### config.mk
export PLATFORM = sky130hd
export DESIGN_NAME = led_blink_bank
export DESIGN_NICKNAME = d
export VERILOG_FILES = /design/src/rtl/led_blink_bank.sv
export SDC_FILE = /design/constraint.sdc
export NUM_CORES = 1
export LEC_CHECK = 0
export ABC_AREA = 1
export BUFFER_PORTS_ARGS = -buffer_cell sky130_fd_sc_hd__buf_2
export CORE_ASPECT_RATIO = 0.6
export CORE_MARGIN = 8
export CORE_UTILIZATION = 50
export CTS_CLUSTER_DIAMETER = 120
export DETAILED_ROUTE_END_ITERATION = 16
export GPL_TIMING_DRIVEN = 1
export PLACE_DENSITY = 0.66
export SLEW_MARGIN = 0
export SYNTH_ARGS = -nofsm -noshare
export SYNTH_HDL_FRONTEND = slang
export SYNTH_SLANG_ARGS = --single-unit
### constraint.sdc
create_clock -name sys_clk -period 3.13 [get_ports sys_clk]
set_input_delay 0.1565 -clock sys_clk [delete_from_list [all_inputs] [get_ports sys_clk]]
set_output_delay 0.1565 -clock sys_clk [all_outputs]
set_load 0.02 [all_outputs]
### src/rtl/led_blink_bank.sv
// led_blink_bank: a bank of NB_CH independent LED drivers that share one
// prescaler tick. Each channel can be set to OFF, ON, BLINK (programmable
// half-period in ticks) or ONESHOT (lit for a programmable number of ticks,
// then it drops back to OFF on its own).
//
// Optional build macro: LED_BANK_READBACK_EN adds a registered readback port
// for the mode and half-period of one selected channel.
//
// Ports (top):
//   sys_clk   in   system clock
//   sys_rst   in   synchronous active-high reset
//   cfg_we    in   single-cycle configuration write strobe
//   cfg_ch    in   target channel; values >= NB_CH are ignored
//   cfg_mode  in   0=OFF 1=ON 2=BLINK 3=ONESHOT
//   cfg_half  in   half-period in ticks (0 behaves as 1)
//   sync      in   realign the prescaler and every channel's phase
//   rd_ch     in   readback channel select        (LED_BANK_READBACK_EN only)
//   rd_mode   out  mode of rd_ch, one-cycle latency (LED_BANK_READBACK_EN only)
//   rd_half   out  half of rd_ch, one-cycle latency (LED_BANK_READBACK_EN only)
//   tick      out  one-cycle prescaler pulse
//   led       out  registered LED drive, 1 = lit

// ---------------------------------------------------------------------------
// led_blink_ch: one LED channel. Holds mode, half-period, tick counter and
// the registered LED bit.
// Ports: sys_clk, sys_rst, tick (shared prescaler pulse), sync (bank-wide
// phase realign), wr (write strobe already decoded for this channel),
// wr_mode, wr_half, mode_q/half_q (readback builds only), led.
// ---------------------------------------------------------------------------
module led_blink_ch #(
    parameter int HALF_W       = 8,
    parameter int DEFAULT_HALF = 1
) (
    input  logic              sys_clk,
    input  logic              sys_rst,
    input  logic              tick,
    input  logic              sync,
    input  logic              wr,
    input  logic [1:0]        wr_mode,
    input  logic [HALF_W-1:0] wr_half,
`ifdef LED_BANK_READBACK_EN
    output logic [1:0]        mode_q,
    output logic [HALF_W-1:0] half_q,
`endif
    output logic              led
);
    localparam logic [1:0] MODE_OFF     = 2'd0;
    localparam logic [1:0] MODE_BLINK   = 2'd2;
    localparam logic [1:0] MODE_ONESHOT = 2'd3;

`ifdef LED_BANK_READBACK_EN
`else
    logic [1:0]        mode_q;
    logic [HALF_W-1:0] half_q;
`endif

    logic [HALF_W-1:0] h_cnt;
    logic [HALF_W-1:0] h_last;
    logic              counting;

    // Terminal count is eff_half-1; a half of 0 behaves as 1, so both
    // 0 and 1 give a terminal count of 0 and the subtraction never wraps.
    assign h_last   = (half_q == '0) ? '0 : half_q - 1'b1;
    assign counting = (mode_q == MODE_BLINK) || (mode_q == MODE_ONESHOT);

    // Priority: reset > write > sync > tick. A write in a tick cycle
    // drops that tick for this channel; a write in a sync cycle keeps the
    // freshly written state rather than the sync restart.
    always_ff @(posedge sys_clk) begin
        if (sys_rst) begin
            mode_q <= MODE_OFF;
            half_q <= HALF_W'(DEFAULT_HALF);
            h_cnt  <= '0;
            led    <= 1'b0;
        end else if (wr) begin
            mode_q <= wr_mode;
            half_q <= wr_half;
            h_cnt  <= '0;
            led    <= (wr_mode != MODE_OFF);
        end else if (sync) begin
            h_cnt <= '0;
            if (counting) begin
                led <= 1'b1;
            end
        end else if (tick && counting) begin
            if (h_cnt == h_last) begin
                h_cnt <= '0;
                if (mode_q == MODE_ONESHOT) begin
                    led    <= 1'b0;
                    mode_q <= MODE_OFF;
                end else begin
                    led <= ~led;
                end
            end else begin
                h_cnt <= h_cnt + 1'b1;
            end
        end
    end
endmodule

// ---------------------------------------------------------------------------
// led_blink_bank: shared prescaler, write decode, channel array, optional
// readback mux.
// ---------------------------------------------------------------------------
module led_blink_bank #(
    parameter  int NB_CH        = 4,
    parameter  int PRESCALE     = 50000000,
    parameter  int HALF_W       = 8,
    parameter  int DEFAULT_HALF = 1,
    localparam int CH_W         = (NB_CH > 1) ? $clog2(NB_CH) : 1
) (
    input  logic              sys_clk,
    input  logic              sys_rst,
    input  logic              cfg_we,
    input  logic [CH_W-1:0]   cfg_ch,
    input  logic [1:0]        cfg_mode,
    input  logic [HALF_W-1:0] cfg_half,
    input  logic              sync,
`ifdef LED_BANK_READBACK_EN
    input  logic [CH_W-1:0]   rd_ch,
    output logic [1:0]        rd_mode,
    output logic [HALF_W-1:0] rd_half,
`endif
    output logic              tick,
    output logic [NB_CH-1:0]  led
);
    localparam int PRE_W = $clog2(PRESCALE);

    logic [PRE_W-1:0] pre_cnt;
    logic             pre_wrap;

    assign pre_wrap = (pre_cnt == PRE_W'(PRESCALE - 1));

    // tick is the terminal prescaler count, suppressed in a sync cycle so
    // that no channel advances while the bank is being realigned.
    assign tick = pre_wrap & ~sync & ~sys_rst;

    always_ff @(posedge sys_clk) begin
        if (sys_rst) begin
            pre_cnt <= '0;
        end else if (sync || pre_wrap) begin
            pre_cnt <= '0;
        end else begin
            pre_cnt <= pre_cnt + 1'b1;
        end
    end

`ifdef LED_BANK_READBACK_EN
    logic [NB_CH-1:0][1:0]        ch_mode;
    logic [NB_CH-1:0][HALF_W-1:0] ch_half;
`endif

    // Out-of-range cfg_ch matches no instance, so such a write is a no-op.
    for (genvar i = 0; i < NB_CH; i++) begin : g_ch
        led_blink_ch #(
            .HALF_W       (HALF_W),
            .DEFAULT_HALF (DEFAULT_HALF)
        ) u_ch (
            .sys_clk (sys_clk),
            .sys_rst (sys_rst),
            .tick    (tick),
            .sync    (sync),
            .wr      (cfg_we && (cfg_ch == CH_W'(i))),
            .wr_mode (cfg_mode),
            .wr_half (cfg_half),
`ifdef LED_BANK_READBACK_EN
            .mode_q  (ch_mode[i]),
            .half_q  (ch_half[i]),
`endif
            .led     (led[i])
        );
    end

`ifdef LED_BANK_READBACK_EN
    always_ff @(posedge sys_clk) begin
        if (sys_rst) begin
            rd_mode <= '0;
            rd_half <= '0;
        end else if (int'(rd_ch) < NB_CH) begin
            rd_mode <= ch_mode[rd_ch];
            rd_half <= ch_half[rd_ch];
        end else begin
            rd_mode <= '0;
            rd_half <= '0;
        end
    end
`endif
endmodule

==> results.yml, run 1 <==
outcome:
  status: "completed"
cts:
  htreeDepth: 3
  post_cts_resized: 0
  clk_latency_ns: 0.35
  clock-root-buffer: "clkbuf_16"
  cts_inserted_buffers: 9
  cts_buffer_depth: 2
  postCtsHoldBufs: 0
  cts_tree: "built"
  clock_sinks: 102
  clkTransAtPathRegs_ns: 0.07
  cts_setup_buffers: 0
global_routing:
  grtUsageTotal_pct: 18.8
  antenna_found_initial: 0
  grt_pass1_vias: 4827
  grt_pass1_wl_mm: 23.9
  grt_max_degree: 20
  grt-ovfl-total: 0
placed_design:
  dpl.hpwl_mm: 11.0
  gp_congestion: 0.882
  preCtsSetupSlack_ns: 0.656
  portBuffers: 20
synthesis:
  syn-cell-area_um2: 6040
  synth_largest_area_cell: "dfxtp_1"
  synth_top_flop_cell: "dfxtp_1"
  syn_area_per_cell_um2: 6.73
  ys_seq_area_share_pct: 33.8
  async_reset_ff_share_pct: 0
  netlist_top_cells_area: "dfxtp_1 (34%), nand2_1 (12%), nor2_1 (7.0%), nand3_1 (6.9%), inv_1 (6.5%)"
  syn_nets: 922
  ys_warn_count: 0
  synth-edff-count: 0
  synth.most_common_cell: "nand2_1"
  synth_top_area_share_pct: 33.8
  ys_ff_latch: 102
  netlist_instances: 897
  netlist_top_cells_count: "nand2_1 (185), nor2_1 (113), inv_1 (105), dfxtp_1 (102), nand3_1 (83)"
  yosysUniqueCellTypes: 41
sta:
  fin_worst_skew_ns: 0.00689
  drv_slew: 0
  finalCritPeriodShare_pct: 80.3
  tns_ns: 0
  fin_crit_ns: 2.51
  fmax_mhz: 398
  tightest_slew_ns: 0.764
  hold_violations: 0
  slew_headroom_pct: 48.7
  fin_ws_ns: 0.615
  grt_setup_unrepaired: "false"
  finalSetupViolCount: 0
detailed_routing:
  wl_per_cell_um: 13.2
  met2_length_mm: 5.29
  routed-wl-met3_um: 847
  route.detailed.drc: 0
  via_per_inst: 5.14
  vias: 5567
  drt_wl_total_mm: 14.3
  ant_nets: 0
  drt_first_pass_iters: 5
  drt-initial-drc-count: 389
  drt-met1-wl_mm: 8.02
  top_layer_used: "met4"
worst_setup_path:
  worstSetupEndpointType: "flip-flop"
  endpoint: "pre_cnt[14]"
  worstPathArrival_ns: 2.81
  cp_max_fo: 16
  regToRegEndpoint: "pre_cnt[14]"
  r2r_setup_slack_ns: 0.62
  critPathRequiredTime_ns: 3.42
  worstReg2RegStart: "pre_cnt[0]"
  critPathKind: "reg2reg"
  start_kind: "flip-flop"
  worst_r2r_path_depth: 11
  crit_start: "pre_cnt[0]"
  cp_cell_sequence: "ha_1 -> nand2_1 -> nor2_2 -> nand2_2 -> nor2_4 -> nand2_2 -> inv_1 -> nor2_1 -> inv_1 -> a21oi_1 -> o21a_1"
  slowest_stage: "nor2_1"
  max_stage_delay_ns: 0.57
die:
  fp.dieH_um: 101
  core_um2: 11900
  initial_core_util_pct: 50.7
  rows: 31
  dieArea_um2: 16000
  pin_count: 21
  die_w_um: 158
power_and_ir_drop:
  cellInternalPower_uw: 2070
  switching_share_pct: 26.5
  ir_drop_uv: 255
  clkPwrFrac_pct: 40.5
  sequentialPowerShare_pct: 48.1
  power.density_nw_per_um2: 428
  comb_power_share_pct: 11.5
  p_switching_uw: 745
  p_leak_uw: 0.00265
cells_and_area:
  area.growth.synth_to_final_pct: 8.89
  antenna_cells: 0
  nets: 938
  nFillCells: 1198
  drive_gt1_share_pct: 11.0
flow_run:
  cap_violations: 0
hold_path:
  hold_depth: 3
  worstHoldPathType: "in2reg"
-- cells by family after synthesis --
logic type               share of synthesized area, %
AND/OR/NAND/NOR                                  40.3
buffers and inverters                            8.31
AO/OA/AOI/OAI                                    10.9
flip-flops                                       33.8
XOR/XNOR                                         4.50
adder cells (fa/ha/maj)                          1.86
multiplexers                                    0.332
-- per-stage QoR --
step | hold slack (ns) | cells | utilization, % | total power, uW | cell area, um^2
after floorplan | 0.256 | 897 | - | 1610 | 6040
after global placement | 0.433 | 1067 | 52.7 | 1700 | 6270
after detailed placement | 0.435 | 1067 | 52.7 | 1700 | 6270
after CTS | 0.101 | 1083 | 55.2 | 2840 | 6580
after global routing | 0.110 | 1083 | 55.2 | 2940 | 6580
final | 0.110 | 1083 | 55.2 | 2820 | 6580
-- area by class of cell --
type,instances,area (um^2),area share (%)
timing repair buffer,22,115,1.75
multi-input combinational,667,3490,53.1
tap,165,206,3.14
clock buffer,10,239,3.63
clock inverter,6,61.3,0.932
inverter,111,417,6.34
sequential,102,2040,31.1
-- worst min-delay path by stage --
stage                start                endpoint  slack (ns)
2_1_floorplan      sys_rst  g_ch[3].u_ch.half_q[0]        0.26
3_3_place_gp    pre_cnt[0]              pre_cnt[0]        0.43
3_5_place_dp    pre_cnt[0]              pre_cnt[0]        0.44
4_1_cts        cfg_mode[1]  g_ch[1].u_ch.mode_q[1]        0.10
5_1_grt        cfg_mode[1]  g_ch[2].u_ch.mode_q[1]        0.11
6_report       cfg_mode[1]  g_ch[1].u_ch.mode_q[1]        0.11
-- power groups by stage --
stage | registers [uW] | clock network, uW | logic (uW)
floorplan | 1370 | 0 | 241
global placement | 1380 | 0 | 319
detailed placement | 1380 | 0 | 319
CTS | 1350 | 1170 | 320
global route | 1360 | 1220 | 370
finish | 1350 | 1140 | 323
-- critical path: cells and delay by family (launching register included) --
kind | cells | cell delay [ns]
flops | 1 | 0.33
simple gates | 6 | 0.98
buf+inv | 2 | 0.53
compound gates | 2 | 0.39
fa+ha+maj | 1 | 0.22
-- routing by layer --
metal	vias to the layer above	GRT usage, %
met1	2474	29.9
li1	2962	-
met5	-	0
met2	119	24.4
met4	0	4.51
met3	12	3.85
-- registers in the layout (all words and copies together) (netlist names) --
name,cells
g_ch.u_ch.mode_q,8
g_ch.u_ch.led,4
g_ch.u_ch.half_q,32
pre_cnt,26
g_ch.u_ch.h_cnt,32
-- cells in the final DEF (no fill, tap or decap), drive strengths merged --
master      n
dfxtp     102
nor3       24
mux2i       2
o22ai       2
nand2     199
clkinv      6
nor3b       5
bufinv      1
clkbuf     10
xnor2       7
and3        1
nand3      89
o211ai      4
buf        22
a21oi      62
ha          9
nor4        4
a31oi       1
clkinvlp    1
inv       109
o21ai      53
o21bai      1
o21a        1
xor2       24
a211oi      2
nor2      143
nand4      30
nand3b      4
No activity file was read; power rests on OpenSTA's default activity.
==> run 2: changes to the inputs <==
==> constraint.sdc (replaced) <==
create_clock -name sys_clk -period 2.4 [get_ports sys_clk]
set_input_delay 0.12 -clock sys_clk [delete_from_list [all_inputs] [get_ports sys_clk]]
set_output_delay 0.12 -clock sys_clk [all_outputs]
set_load 0.02 [all_outputs]
==> run 2 against run 1 <==
Clock skew rose by 0.00089 ns; clock-buffer cell count did not move; fmax rose by 13%; core utilization rose by 0.24 points; final cell count rose by 0.74%; total power rose by 25%.
==> results.yml, run 2 (same netlist as run 1, synthesis figures left out) <==
worst_setup_path:
  worstPathArrival_ns: 2.45
  critPathKind: "reg2reg"
  worstReg2RegStart: "g_ch[3].u_ch.half_q[0]"
  critPathRequiredTime_ns: 2.62
  worst_r2r_path_depth: 12
  r2r_setup_slack_ns: 0.17
  start_kind: "flip-flop"
  regToRegEndpoint: "g_ch[3].u_ch.h_cnt[4]"
  worstSetupEndpointType: "flip-flop"
  cp_max_fo: 9
detailed_routing:
  via_per_inst: 5.08
  drt-initial-drc-count: 360
  drt_wl_total_mm: 14.5
  ant_nets: 0
  route.detailed.drc: 0
  vias: 5541
  wl_per_cell_um: 13.3
  drt_first_pass_iters: 5
outcome:
  status: "completed"
sta:
  hold_violations: 0
  drv_slew: 0
  fin_ws_ns: 0.174
  fin_crit_ns: 2.23
  tightest_slew_ns: 0.577
  fmax_mhz: 449
  grt_setup_unrepaired: "false"
  tns_ns: 0
  finalSetupViolCount: 0
  finalCritPeriodShare_pct: 92.8
  fin_worst_skew_ns: 0.00778
  slew_headroom_pct: 61.5
cts:
  htreeDepth: 3
  postCtsHoldBufs: 0
  cts_inserted_buffers: 9
  clkTransAtPathRegs_ns: 0.07
  clock-root-buffer: "clkbuf_16"
  clock_sinks: 102
  cts_buffer_depth: 2
  cts_tree: "built"
  clk_latency_ns: 0.35
power_and_ir_drop:
  p_leak_uw: 0.00268
  power.density_nw_per_um2: 532
  ir_drop_uv: 389
cells_and_area:
  drive_gt1_share_pct: 11.9
  reg_top3: "g_ch.u_ch.h_cnt: 32 flops, g_ch.u_ch.half_q: 32 flops, pre_cnt: 26 flops"
  antenna_cells: 0
  layout_commonest_cell: "nand2_1"
  area.growth.synth_to_final_pct: 9.37
  utilization_pct: 55.5
  nFillCells: 1221
  final_cell_mix: "nand2_1 (184), nor2_1 (112), inv_1 (105), dfxtp_1 (102), nand3_1 (83)"
  nets: 947
  fin_area_um2: 6600
hold_path:
  hold_start: "cfg_mode[1]"
  worstHoldPathType: "in2reg"
  whs_endpoint: "g_ch[1].u_ch.mode_q[1]"
  hold_depth: 3
placed_design:
  dpl.hpwl_mm: 11.3
  portBuffers: 20
  preCtsSetupSlack_ns: 0.0980
  gp_congestion: 0.853
  place_area_um2: 6340
die:
  pin_count: 21
  initial_core_util_pct: 50.7
  dieArea_um2: 16000
  die_w_um: 158
  rows: 31
  fp.dieH_um: 101
  core_um2: 11900
global_routing:
  grt-ovfl-total: 0
  antenna_found_initial: 0
  grt_pass1_wl_mm: 23.8
  grtUsageTotal_pct: 18.8
  grt_pass1_vias: 4703
  grt_max_degree: 20
flow_run:
  cap_violations: 0
==> run 2: what timing repair did <==
| action | in CTS | in global routing |
|---|---|---|
| gates resized for setup | 0 | 2 |
| buffers inserted | 0 | 0 |
| endpoints found under the setup margin | 0 | 18 |
| hold endpoints to repair | 0 | 0 |
==> run 2: per-stage QoR <==
stage                     std cells  hold WS, ns  power (uW)
final                          1091       0.0706        3520
after CTS                      1091       0.0643        3540
after detailed placement       1076        0.433        2230
after global placement         1076        0.427        2230
after global routing           1091       0.0668        3690
after floorplan                 897        0.220        2110
==> run 2: how the worst max path moves through the flow <==
stage	end	startpoint	slack [ns]	cells past startpoint
2_1_floorplan	g_ch[3].u_ch.h_cnt[6]	pre_cnt[0]	0.59	12
3_3_place_gp	pre_cnt[4]	pre_cnt[0]	0.16	11
3_5_place_dp	pre_cnt[2]	pre_cnt[0]	0.1	11
4_1_cts	pre_cnt[4]	pre_cnt[0]	0.07	11
5_1_grt	g_ch[3].u_ch.h_cnt[4]	g_ch[3].u_ch.half_q[0]	0.02	12
6_report	g_ch[3].u_ch.h_cnt[4]	g_ch[3].u_ch.half_q[0]	0.17	12
==> run 2: layer usage <==
layer | part of all wire (%) | GRT usage (%)
met1 | 58 | 30.2
met2 | 37 | 24.1
met3 | 4.5 | 3.72
met4 | 0.53 | 4.15
met5 | 0 | 0
==> run 2: power by group <==
group          internal [uW]  total (uW)  leakage, uW  switching (uW)
Combinational            143         430      0.00172             287
Sequential              1730        1760     0.000827            34.3
Clock                    691        1320     0.000128             631
==> run 2: cell type report <==
cell class / count / area (um^2) / area share (%)
multi-input cells: 667 / 3500 / 53.0
clock buffers: 10 / 229 / 3.47
well taps: 165 / 206 / 3.13
repair buffers: 31 / 183 / 2.77
inverters: 111 / 417 / 6.31
clock inverters: 5 / 27.5 / 0.417
flip-flops and latches: 102 / 2040 / 30.9
==> run 2: worst max-delay path, stage by stage (launching register included) <==
cell     delay (ns)
dfxtp_1        0.31
inv_1          0.16
ha_1           0.27
nand2_1        0.11
inv_1          0.10
nand2_2        0.12
nand2_1        0.11
xor2_1         0.21
nand3_1        0.12
nor2_1         0.15
nand2_1        0.08
nand3_1        0.25
nor2_1         0.09
==> run 3: changes to the inputs <==
--- a/config.mk
+++ b/config.mk
@@ -13,7 +13,7 @@
 export CTS_CLUSTER_DIAMETER = 120
 export DETAILED_ROUTE_END_ITERATION = 16
 export GPL_TIMING_DRIVEN = 1
-export PLACE_DENSITY = 0.66
+export PLACE_DENSITY = 0.69
 export SLEW_MARGIN = 0
 export SYNTH_ARGS = -nofsm -noshare
 export SYNTH_HDL_FRONTEND = slang
==> constraint.sdc (replaced) <==
create_clock -name sys_clk -period 2 [get_ports sys_clk]
set_input_delay 0.1 -clock sys_clk [delete_from_list [all_inputs] [get_ports sys_clk]]
set_output_delay 0.1 -clock sys_clk [all_outputs]
set_load 0.02 [all_outputs]
==> run 3 against run 2 <==
Wire length grew 4.9%; design area grew 8.8%; die area is the same; combinational power grew 37%; sequential share of layout area shrank 2.3 points; highest routed layer unchanged.
==> results.yml, run 3 (same netlist as run 1, synthesis figures left out) <==
die:
  core_um2: 11900
  fp.dieH_um: 101
  die_w_um: 158
  dieArea_um2: 16000
  rows: 31
  pin_count: 21
  initial_core_util_pct: 50.7
cells_and_area:
  nFillCells: 1141
  area.growth.synth_to_final_pct: 19.0
  layout_commonest_cell: "nand2_1"
  reg_top3: "g_ch.u_ch.h_cnt: 32 flops, g_ch.u_ch.half_q: 32 flops, pre_cnt: 26 flops"
  nets: 980
  utilization_pct: 60.4
  antenna_cells: 0
  fin_area_um2: 7190
  final_cell_mix: "nand2_1 (173), inv_1 (100), nor2_1 (97), dfxtp_1 (94), nand3_1 (74)"
  drive_gt1_share_pct: 20.9
sta:
  drv_slew: 0
  slew_headroom_pct: 64.6
  fmax_mhz: 515
  finalCritPeriodShare_pct: 97.1
  finalSetupViolCount: 0
  hold_violations: 0
  fin_crit_ns: 1.94
  fin_worst_skew_ns: 0.00913
  tightest_slew_ns: 0.528
  grt_setup_unrepaired: "true"
worst_setup_path:
  worst_path_most_repeated_cell: "nand2_1"
  crit_start: "pre_cnt[1]"
  critPathKind: "reg2reg"
  slowest_stage: "dfxtp_2"
  worstPathArrival_ns: 2.18
  worstSetupEndpointType: "flip-flop"
  max_stage_delay_ns: 0.35
  start_kind: "flip-flop"
  crit_family: "simple AND/OR/NAND/NOR gates"
  worstReg2RegStart: "pre_cnt[1]"
  cp_max_fo: 4
  critPathBufInv: 0
  critPathRequiredTime_ns: 2.24
  cp_cell_sequence: "ha_4 -> nand2_4 -> nor2_4 -> nand2_4 -> nor2_4 -> nand4_1 -> nor2_1 -> nand2_1 -> nor2_2 -> nand2_2 -> nand2_2 -> nand2_1 -> nand2_1 -> nor2_1"
placed_design:
  portBuffers: 20
  gp_congestion: 0.919
  dpl.hpwl_mm: 11.4
  place_area_um2: 6530
power_and_ir_drop:
  sequentialPowerShare_pct: 48.5
  comb_power_share_pct: 13.5
  clkPwrFrac_pct: 37.9
  power.density_nw_per_um2: 607
  switching_share_pct: 27.0
  cellInternalPower_uw: 3180
  ir_drop_uv: 435
  total_power_uw: 4360
  p_switching_uw: 1180
  p_leak_uw: 0.00301
cts:
  cts_tree: "built"
  htreeDepth: 3
  clock_sinks: 102
  cts_buffer_depth: 2
  clock-root-buffer: "clkbuf_16"
  clk_latency_ns: 0.34
  cts_inserted_buffers: 9
  clkTransAtPathRegs_ns: 0.07
global_routing:
  grt_pass1_wl_mm: 24.5
  grt_max_degree: 20
  grtUsageTotal_pct: 19.2
  grt-ovfl-total: 0
  grt_pass1_vias: 4971
  antenna_found_initial: 0
detailed_routing:
  ant_nets: 0
  drt_wl_total_mm: 15.2
  wl_per_cell_um: 13.6
  route.detailed.drc: 0
  drt_first_pass_iters: 6
  vias: 5754
  drt-initial-drc-count: 426
  via_per_inst: 5.12
hold_path:
  hold_start: "cfg_mode[1]"
  worstHoldPathType: "in2reg"
flow_run:
  cap_violations: 0
outcome:
  status: "completed"
[run 3: routing by layer]
metal  global-route usage, %  vias up  share of wire (%)
met5                       0        -                  0
met4                    3.71        0               0.61
met3                    5.74        9                7.7
met2                    25.0      142                 38
met1                    29.5     2547                 53
li1                        -     3056                  -
[run 3: power by group through the flow]
stage / Clock [uW] / Combinational, uW / Sequential (uW)
final: 1650 / 590 / 2120
after global routing: 1760 / 668 / 2120
after CTS: 1690 / 537 / 2110
after detailed placement: 0 / 529 / 2160
after global placement: 0 / 527 / 2160
after floorplan: 0 / 377 / 2150
[run 3: metrics by stage]
stage	std cells	setup TNS [ns]	hold slack, ns	worst slack, ns
4_1_cts	1117	0	0.0501	0.00563
3_3_place_gp	1101	-0.0287	0.411	-0.0136
5_1_grt	1124	-1.52	0.0479	-0.100
2_1_floorplan	897	0	0.200	0.186
6_report	1124	0	0.0555	0.0577
3_5_place_dp	1101	-0.792	0.412	-0.0761
[run 3: cell type report]
class / count / area (um^2) / share of cell area [%]
inverters: 111 / 417 / 5.80
flip-flops and latches: 102 / 2060 / 28.6
repair buffers: 64 / 430 / 5.99
well taps: 165 / 206 / 2.87
clock buffers: 12 / 256 / 3.57
clock inverters: 3 / 20.0 / 0.279
multi-input cells: 667 / 3800 / 52.9
[run 3: timing repair]
item,4_1_cts,5_1_grt
endpoints found under the setup margin,24,63
pin swaps,5,28
hold buffers,0,0
buffers inserted,1,7
gates cloned,0,0
gates resized for setup,8,84
[run 3: path summary, 6_finish.rpt]
kind | end | cells after the start | slack [ns]
worst max register to register | g_ch[3].u_ch.led | 14 | 0.06
worst min register to register | pre_cnt[10] | 2 | 0.46
worst max-delay path | g_ch[3].u_ch.led | 14 | 0.06
worst min-delay path | g_ch[1].u_ch.mode_q[1] | 3 | 0.06
[run 3: tightest hold or removal path: stages]
cell and delay [ns]:
buf_2 0.13, nand2_1 0.07, a21oi_1 0.05
